==> src/rtl/i2s_pkg.sv <==
// Shared I2S definitions: bit-clock divider math, frame positions, slot naming.
package i2s_pkg;

  typedef enum logic {
    SLOT_LEFT  = 1'b0,
    SLOT_RIGHT = 1'b1
  } slot_e;

  // The left slot always loads at the very first bit clock of a frame
  localparam int LEFT_LOAD_POS = 0;

  // Half-period of the bit clock in system clock cycles
  function automatic int calc_div(input int clk_freq, input int i2s_clk_freq);
    return clk_freq / (2 * i2s_clk_freq);
  endfunction

  // The right slot loads one full slot after the left slot
  function automatic int right_load_pos(input int slot_bits);
    return slot_bits;
  endfunction

  // Word select leads the data by one bit clock (Philips framing)
  function automatic int ws_first_pos(input int slot_bits);
    return slot_bits - 1;
  endfunction

  function automatic int ws_last_pos(input int slot_bits);
    return 2 * slot_bits - 2;
  endfunction

endpackage

==> src/rtl/i2s_clk_gen.sv <==
// Free-running bit-clock generator with one-cycle strobes on the cycle
// whose closing edge produces the SCK rise or fall.
module i2s_clk_gen #(
  parameter int DIV = 16
) (
  input  logic clk,
  input  logic rst,
  output logic i2s_clk,
  output logic rise_stb,
  output logic fall_stb
);

  localparam int CW = (DIV > 1) ? $clog2(DIV) : 1;
  localparam logic [CW-1:0] CNT_MAX = CW'(DIV - 1);

  logic [CW-1:0] cnt_q, cnt_d;
  logic          sck_q, sck_d;
  logic          wrap;

  // Divider count and SCK toggle on wrap
  always_comb begin
    wrap  = (cnt_q == CNT_MAX);
    cnt_d = wrap ? '0 : cnt_q + CW'(1);
    sck_d = wrap ? ~sck_q : sck_q;
  end

  // Divider state registers
  always_ff @(posedge clk) begin
    if (rst) begin
      cnt_q <= '0;
      sck_q <= 1'b0;
    end else begin
      cnt_q <= cnt_d;
      sck_q <= sck_d;
    end
  end

  assign i2s_clk  = sck_q;
  assign rise_stb = wrap & ~sck_q;
  assign fall_stb = wrap & sck_q;

endmodule

==> src/rtl/i2s_tx.sv <==
// I2S master transmitter: a one-entry hold register feeds a per-slot shift
// register; WS, SD and status pulses change together with the SCK fall.
module i2s_tx
  import i2s_pkg::*;
#(
  parameter int CLK_FREQ     = 50_000_000,
  parameter int I2S_CLK_FREQ = 1_500_000,
  parameter int DATA_SIZE    = 24,
  parameter int SLOT_BITS    = 32,
  parameter int STEREO       = 0
) (
  input  logic                 clk,
  input  logic                 rst,
  input  logic [DATA_SIZE-1:0] sample_data,
  input  logic                 sample_valid,
  output logic                 sample_ready,
  output logic                 i2s_clk,
  output logic                 i2s_ws,
  output logic                 i2s_sd,
  output logic                 underrun,
  output logic                 frame_start
);

  localparam int DIV        = calc_div(CLK_FREQ, I2S_CLK_FREQ);
  localparam int FRAME_BITS = 2 * SLOT_BITS;
  localparam int PW         = $clog2(FRAME_BITS);

  localparam logic [PW-1:0] POS_LAST  = PW'(FRAME_BITS - 1);
  localparam logic [PW-1:0] POS_LEFT  = PW'(LEFT_LOAD_POS);
  localparam logic [PW-1:0] POS_RIGHT = PW'(right_load_pos(SLOT_BITS));
  localparam logic [PW-1:0] WS_FIRST  = PW'(ws_first_pos(SLOT_BITS));
  localparam logic [PW-1:0] WS_LAST   = PW'(ws_last_pos(SLOT_BITS));
  localparam logic [PW-1:0] DATA_LAST = PW'(DATA_SIZE);

  logic fall_stb;
  logic rise_stb_unused;

  logic [PW-1:0]        pos_q, pos_d;
  logic                 hold_full_q, hold_full_d;
  logic [DATA_SIZE-1:0] hold_data_q, hold_data_d;
  logic [DATA_SIZE-1:0] shift_q, shift_d;
  logic [DATA_SIZE-1:0] mono_q, mono_d;
  logic                 ws_q, ws_d;
  logic                 sd_q, sd_d;
  logic                 underrun_q, underrun_d;
  logic                 frame_start_q, frame_start_d;
  logic                 ready_q, ready_d;

  logic                 consume;
  logic                 accept;
  slot_e                cur_slot;
  logic [PW-1:0]        slot_off;
  logic                 in_data;
  logic                 is_load;

  i2s_clk_gen #(
    .DIV(DIV)
  ) u_clk_gen (
    .clk     (clk),
    .rst     (rst),
    .i2s_clk (i2s_clk),
    .rise_stb(rise_stb_unused),
    .fall_stb(fall_stb)
  );

  // Decode where in the frame the upcoming SCK fall sits
  always_comb begin
    cur_slot = (pos_q >= POS_RIGHT) ? SLOT_RIGHT : SLOT_LEFT;
    slot_off = (cur_slot == SLOT_RIGHT) ? pos_q - POS_RIGHT : pos_q;
    in_data  = (slot_off >= PW'(1)) && (slot_off <= DATA_LAST);
    is_load  = (pos_q == POS_LEFT) || ((pos_q == POS_RIGHT) && (STEREO != 0));
  end

  // Frame sequencing: position, word select, slot loads and bit shifting
  always_comb begin
    pos_d         = pos_q;
    ws_d          = ws_q;
    sd_d          = sd_q;
    shift_d       = shift_q;
    mono_d        = mono_q;
    underrun_d    = 1'b0;
    frame_start_d = 1'b0;
    consume       = 1'b0;
    if (fall_stb) begin
      pos_d         = (pos_q == POS_LAST) ? '0 : pos_q + PW'(1);
      frame_start_d = (pos_q == POS_LEFT);
      ws_d          = (pos_q >= WS_FIRST) && (pos_q <= WS_LAST);
      sd_d          = 1'b0;
      if (is_load) begin
        consume    = hold_full_q;
        underrun_d = ~hold_full_q;
        shift_d    = hold_full_q ? hold_data_q : '0;
        if (pos_q == POS_LEFT) begin
          mono_d = hold_full_q ? hold_data_q : '0;
        end
      end else if (pos_q == POS_RIGHT) begin
        shift_d = mono_q;
      end else if (in_data) begin
        sd_d    = shift_q[DATA_SIZE-1];
        shift_d = shift_q << 1;
      end
    end
  end

  // Stream side: slot loads see only the pre-edge hold state
  always_comb begin
    accept      = sample_valid & ready_q;
    hold_full_d = (hold_full_q & ~consume) | accept;
    hold_data_d = accept ? sample_data : hold_data_q;
    ready_d     = ~hold_full_d;
  end

  // State registers; reset aborts any frame in progress
  always_ff @(posedge clk) begin
    if (rst) begin
      pos_q         <= '0;
      hold_full_q   <= 1'b0;
      hold_data_q   <= '0;
      shift_q       <= '0;
      mono_q        <= '0;
      ws_q          <= 1'b0;
      sd_q          <= 1'b0;
      underrun_q    <= 1'b0;
      frame_start_q <= 1'b0;
      ready_q       <= 1'b0;
    end else begin
      pos_q         <= pos_d;
      hold_full_q   <= hold_full_d;
      hold_data_q   <= hold_data_d;
      shift_q       <= shift_d;
      mono_q        <= mono_d;
      ws_q          <= ws_d;
      sd_q          <= sd_d;
      underrun_q    <= underrun_d;
      frame_start_q <= frame_start_d;
      ready_q       <= ready_d;
    end
  end

  assign sample_ready = ready_q;
  assign i2s_ws       = ws_q;
  assign i2s_sd       = sd_q;
  assign underrun     = underrun_q;
  assign frame_start  = frame_start_q;

endmodule

==> config.mk <==
export PLATFORM = sky130hd
export DESIGN_NAME = i2s_tx
export DESIGN_NICKNAME = d
export VERILOG_FILES = /design/src/rtl/i2s_pkg.sv /design/src/rtl/i2s_clk_gen.sv /design/src/rtl/i2s_tx.sv
export SDC_FILE = /design/constraint.sdc
export NUM_CORES = 1
export LEC_CHECK = 0
export ABC_CLOCK_PERIOD_IN_PS = 4800
export CORE_ASPECT_RATIO = 1.75
export CORE_MARGIN = 2
export CORE_UTILIZATION = 60
export CTS_CLUSTER_DIAMETER = 80
export DETAILED_ROUTE_END_ITERATION = 7
export GPL_TIMING_DRIVEN = 0
export PLACE_DENSITY = 0.9
export SETUP_SLACK_MARGIN = 0.15
export SLEW_MARGIN = 20
export SYNTH_ARGS = -nofsm -noshare
export SYNTH_HDL_FRONTEND = slang
export SYNTH_HIERARCHICAL = 1
export SYNTH_SLANG_ARGS = --single-unit
==> constraint.sdc <==
create_clock -name clk -period 4.8 [get_ports clk]
set_input_delay 0.96 -clock clk [delete_from_list [all_inputs] [get_ports clk]]
set_output_delay 0.96 -clock clk [all_outputs]
set_load 0.01 [all_outputs]
# After elaboration in Yosys (flattened, before gate mapping)
# Index checks and enable logic that the tools add are counted.
# classes
addsub	3
bitwise_logic	10
mux	12
n_eq_ne	3
order_cmp	5
n_reduce_logical	9
# op_table
operator	n
$mux W24	4
$eq A6 B6 Y1 const B	2
$mux W6	2
$add A6 B1 Y6 const B	1
$ge A6 B1 Y1 const B	1
$ge A6 B5 Y1 const B	1
$ge A6 B6 Y1 const B	1
$le A6 B5 Y1 const B	1
$le A6 B6 Y1 const B	1
$logic_not A6 Y1	1
$mux W1	6
$not A1 Y1	6
$sub A6 B6 Y6 const B	1
$add A4 B1 Y4 const B	1
$eq A4 B4 Y1 const B	1
$reduce_and A2 Y1	2
$reduce_or A2 Y1	2
$and A1 B1 Y1	3
$reduce_bool A3 Y1	1
$reduce_or A3 Y1	1
$logic_and A1 B1 Y1	2
$or A1 B1 Y1	1
# word_totals
wordCells	54
out_inout_bits	6
inputBits	27
ff_bits	89

# Depth between registers and ports, before layout
# logic_depth
ltp_word	8
ltp_mapped	8
ltp_nobuf	7

# Cells and area by module
# The synthesis kept the hierarchy.
# modules_own_cells
module	instances	area_per_inst_um2	seq_area_each_um2	cells_per_inst
i2s_tx	1	4051.4	1681.6	485
i2s_clk_gen	1	196.4	100.1	18

# Worst setup path after synthesis
# No wires, ideal clock.
# synth_timing
path_kind	input -> register
startpoint	input port rst
endpoint	register mono_q[10]
stages	4
setup_slack_ps	2797
arrival_ps	1871
setup_time_ps	132
n_path_buf	3
t_required_ps	4668
cell_sequence	clkbuf_1 clkbuf_1 clkbuf_1 a21oi_1
# synth_rtl
item	line	source
from (decl)	i2s_tx.sv:13	input logic rst,
to (signal assigned)	i2s_tx.sv:131	mono_q <= mono_d;
to (decl)	i2s_tx.sv:42	logic [DATA_SIZE-1:0] mono_q, mono_d;
# No word-level cell between the ends.

# Final worst setup path
# layout_timing
startpoint	input port rst
endpoint	register mono_q[11]
# No word-level cell between the ends.

==> summary.md <==
| Metric | Value |
|---|---|
| FP Rows | 40 |
| Pint | between 1000 and 1500 µW |
| Synth Area per Inst | approximately 8.4 µm² |
| IO Pins | 33 |
| Final worst path period need | 2.90 ns |
| Outcome | finished clean |
| Slew Viols, Final | 0 |
| Fmax | ~350 MHz |
| Number of nets in the layout | 576 |
| Core area | just under 7000 µm² |
| Sw Share | 0.214 |
| Worst path arrival time | 3.11 ns |
| Finish-stage setup viols | 0 |
| HP Class | flip-flop to flip-flop |
| Combinational fraction of design power | 0.054 |
| DP Wirelength | approximately 8000 µm |
| Synthesized area | 4240 µm² |
| Fin Clk Skew | 0.00624 ns |
| Initial antenna violation count | 0 |
| FF+latch area | 1780 µm² |
| Vias per inst | about 6.2 |
| Via Count | 3935 |
| Synth warn | 6 |
| DRC viols | 0 |
| Mapped Nets | about 530 |
| Worst path required time | about 5.0 ns |
| Setup Buffers After CTS | 0 |
| Crit Path Class | primary input to flip-flop |
| Root buf cell | clkbuf_16 |
| Mean routed wirelength per cell | approximately 18 µm |
| Cts hold-fix bufs | 0 |
| Pleak | 0.00178 µW |
| Multi-input logic area | 2190 µm² |
| CTS clk-pin slew, worst paths | ~0.06 ns |
| Filler cells | between 500 and 600 |
| Setup ws final | 1.90 ns |
| Internal reg-to-reg setup slack | 2.33 ns |
| Height of the die | approximately 120 µm |
| Slew margin rel. | 0.565 |
| Vias in the first global route | ~4000 |
| Largest net degree at the start of global routing | 15 |
| Post-Route WL | 11200 µm |
| DRT Pass-1 Iters | 7 |
| GPL Wtd Cong | between 0.8 and 0.9 |
| Cells after Synth | roughly 500 |
| Crit path capture type | flip-flop |
| Fraction of layout cells with a size suffix above 1 | 0.0745 |
| Hold Fails Final Rpt | 0 |
| Grt total ovfl | 0 |
| Gr usage total | 0.314 |
| Placed cell area | between 4000 and 5000 µm² |
| DRT antenna net count | 0 |
| Clock power share | 0.476 |
| Startpoint Class | primary input |
| CTS Sinks | 89 |
| Antenna Cells | 0 |
| I/O Buffers | 32 |
| DP Worst Slack | between 1.5 and 2 ns |
| CTS resizes | 0 |
| FF-to-FF Start | pos_q[0]$_SDFFE_PP0P_ |
| Die outline width | a little under 70 µm |
| Peak supply drop | ~0.28 mV |
| Starting Density | 0.619 |
| Flop pwr share | 0.470 |
| HP Start | i2s_sd$_SDFFE_PP0P_ |
| Cts bufs inserted | 9 |
| Post-layout util | 0.729 |
| RSZ-0062 raised after global routing | false |
| Drt first-iter violations | between 300 and 400 |
| First-pass GRT wire length | around 19000 µm |
| Htree depth | 3 |
| Commonest non-fill, non-tap cell in the layout | dfxtp_1 |
| Layout area overhead | 17.8% |
| Critical-path maximum fanout | 10 |
| Reg2reg end | shift_q[20]$_SDFFE_PP0P_ |
| Reg2reg path depth | 7 |
| CTS max path bufs | 2 |
| Most frequent cells in the layout | dfxtp_1 (89), nand2_1 (85), a21oi_1 (51) |
| TNS Setup | 0 ns |
| Psw | about 350 µW |
| Hold Path End | i2s_sd$_SDFFE_PP0P_ |
| Number of max-cap violations | 0 |
| Die area | between 7000 and 8000 µm² |
| CTS tree | done |
| Hold Path Depth | 2 |
| Slew @ Worst Pin | 0.650 ns |
| Clk_lat worst skew | approximately 0.35 ns |
| Power per cell area | about 330 nW/µm² |
| Fin area | between 4000 and 5000 µm² |
| Period utilization | 0.604 |
-- metrics by stage --
stage / total power [µW] / hold slack, ns / instances
after CTS: 1620 / 0.454 / 634
after detailed placement: 865 / 0.442 / 618
after global routing: 1660 / 0.475 / 634
after global placement: 862 / 0.438 / 618
final: 1620 / 0.450 / 634
after floorplan: 823 / 0.432 / 502
-- layout make-up --
cell class	count	share of cell area
Multi-Input combinational cell	360	0.439
Sequential cell	89	0.357
Timing Repair Buffer	32	0.0641
Clock buffer	12	0.0513
Buffer	48	0.0496
Tap cell	84	0.0210
Clock inverter	4	0.0148
Inverter	5	0.00376
-- sequential cells by signal, summed over array words and instances (netlist names) --
signal / cells
frame_start: 1
hold_data_q: 24
mono_q: 24
hold_full_q: 1
u_clk_gen/cnt_q: 4
pos_q: 6
i2s_sd: 1
underrun: 1
i2s_ws: 1
sample_ready: 1
u_clk_gen/i2s_clk: 1
shift_q: 24
-- metal layers --
metal,up-vias,wire length (µm),GRT usage
li1,1870,-,-
met1,1819,4040,0.339
met2,198,5890,0.545
met3,48,655,0.0489
met4,0,585,0.205
met5,-,0,0
-- worst max path at each step --
stage / startpoint / endpoint / slack [ns] / cells past startpoint
2_1_floorplan: rst / mono_q[10]$_SDFFE_PP0P_ / 2.80 / 4
3_3_place_gp: rst / mono_q[11]$_SDFFE_PP0P_ / 1.67 / 5
3_5_place_dp: rst / mono_q[11]$_SDFFE_PP0P_ / 1.59 / 5
4_1_cts: rst / mono_q[11]$_SDFFE_PP0P_ / 1.94 / 5
5_1_grt: rst / mono_q[16]$_SDFFE_PP0P_ / 1.82 / 5
6_report: rst / mono_q[11]$_SDFFE_PP0P_ / 1.90 / 5
-- power groups by stage --
stage / Combinational, µW / Sequential (µW) / Clock (µW)
after floorplan: 46.7 / 776 / 0
after global placement: 84.2 / 778 / 0
after detailed placement: 86.6 / 779 / 0
after CTS: 87.5 / 762 / 771
after global routing: 96.0 / 764 / 800
final: 88.4 / 763 / 773
-- critical path: stages --
cell and delay [ns]:
clkdlybuf4s50_1 0.67, clkbuf_1 0.40, clkbuf_1 0.54, clkbuf_1 0.43
a21oi_1 0.10
No activity file was read; power rests on OpenSTA's default activity.
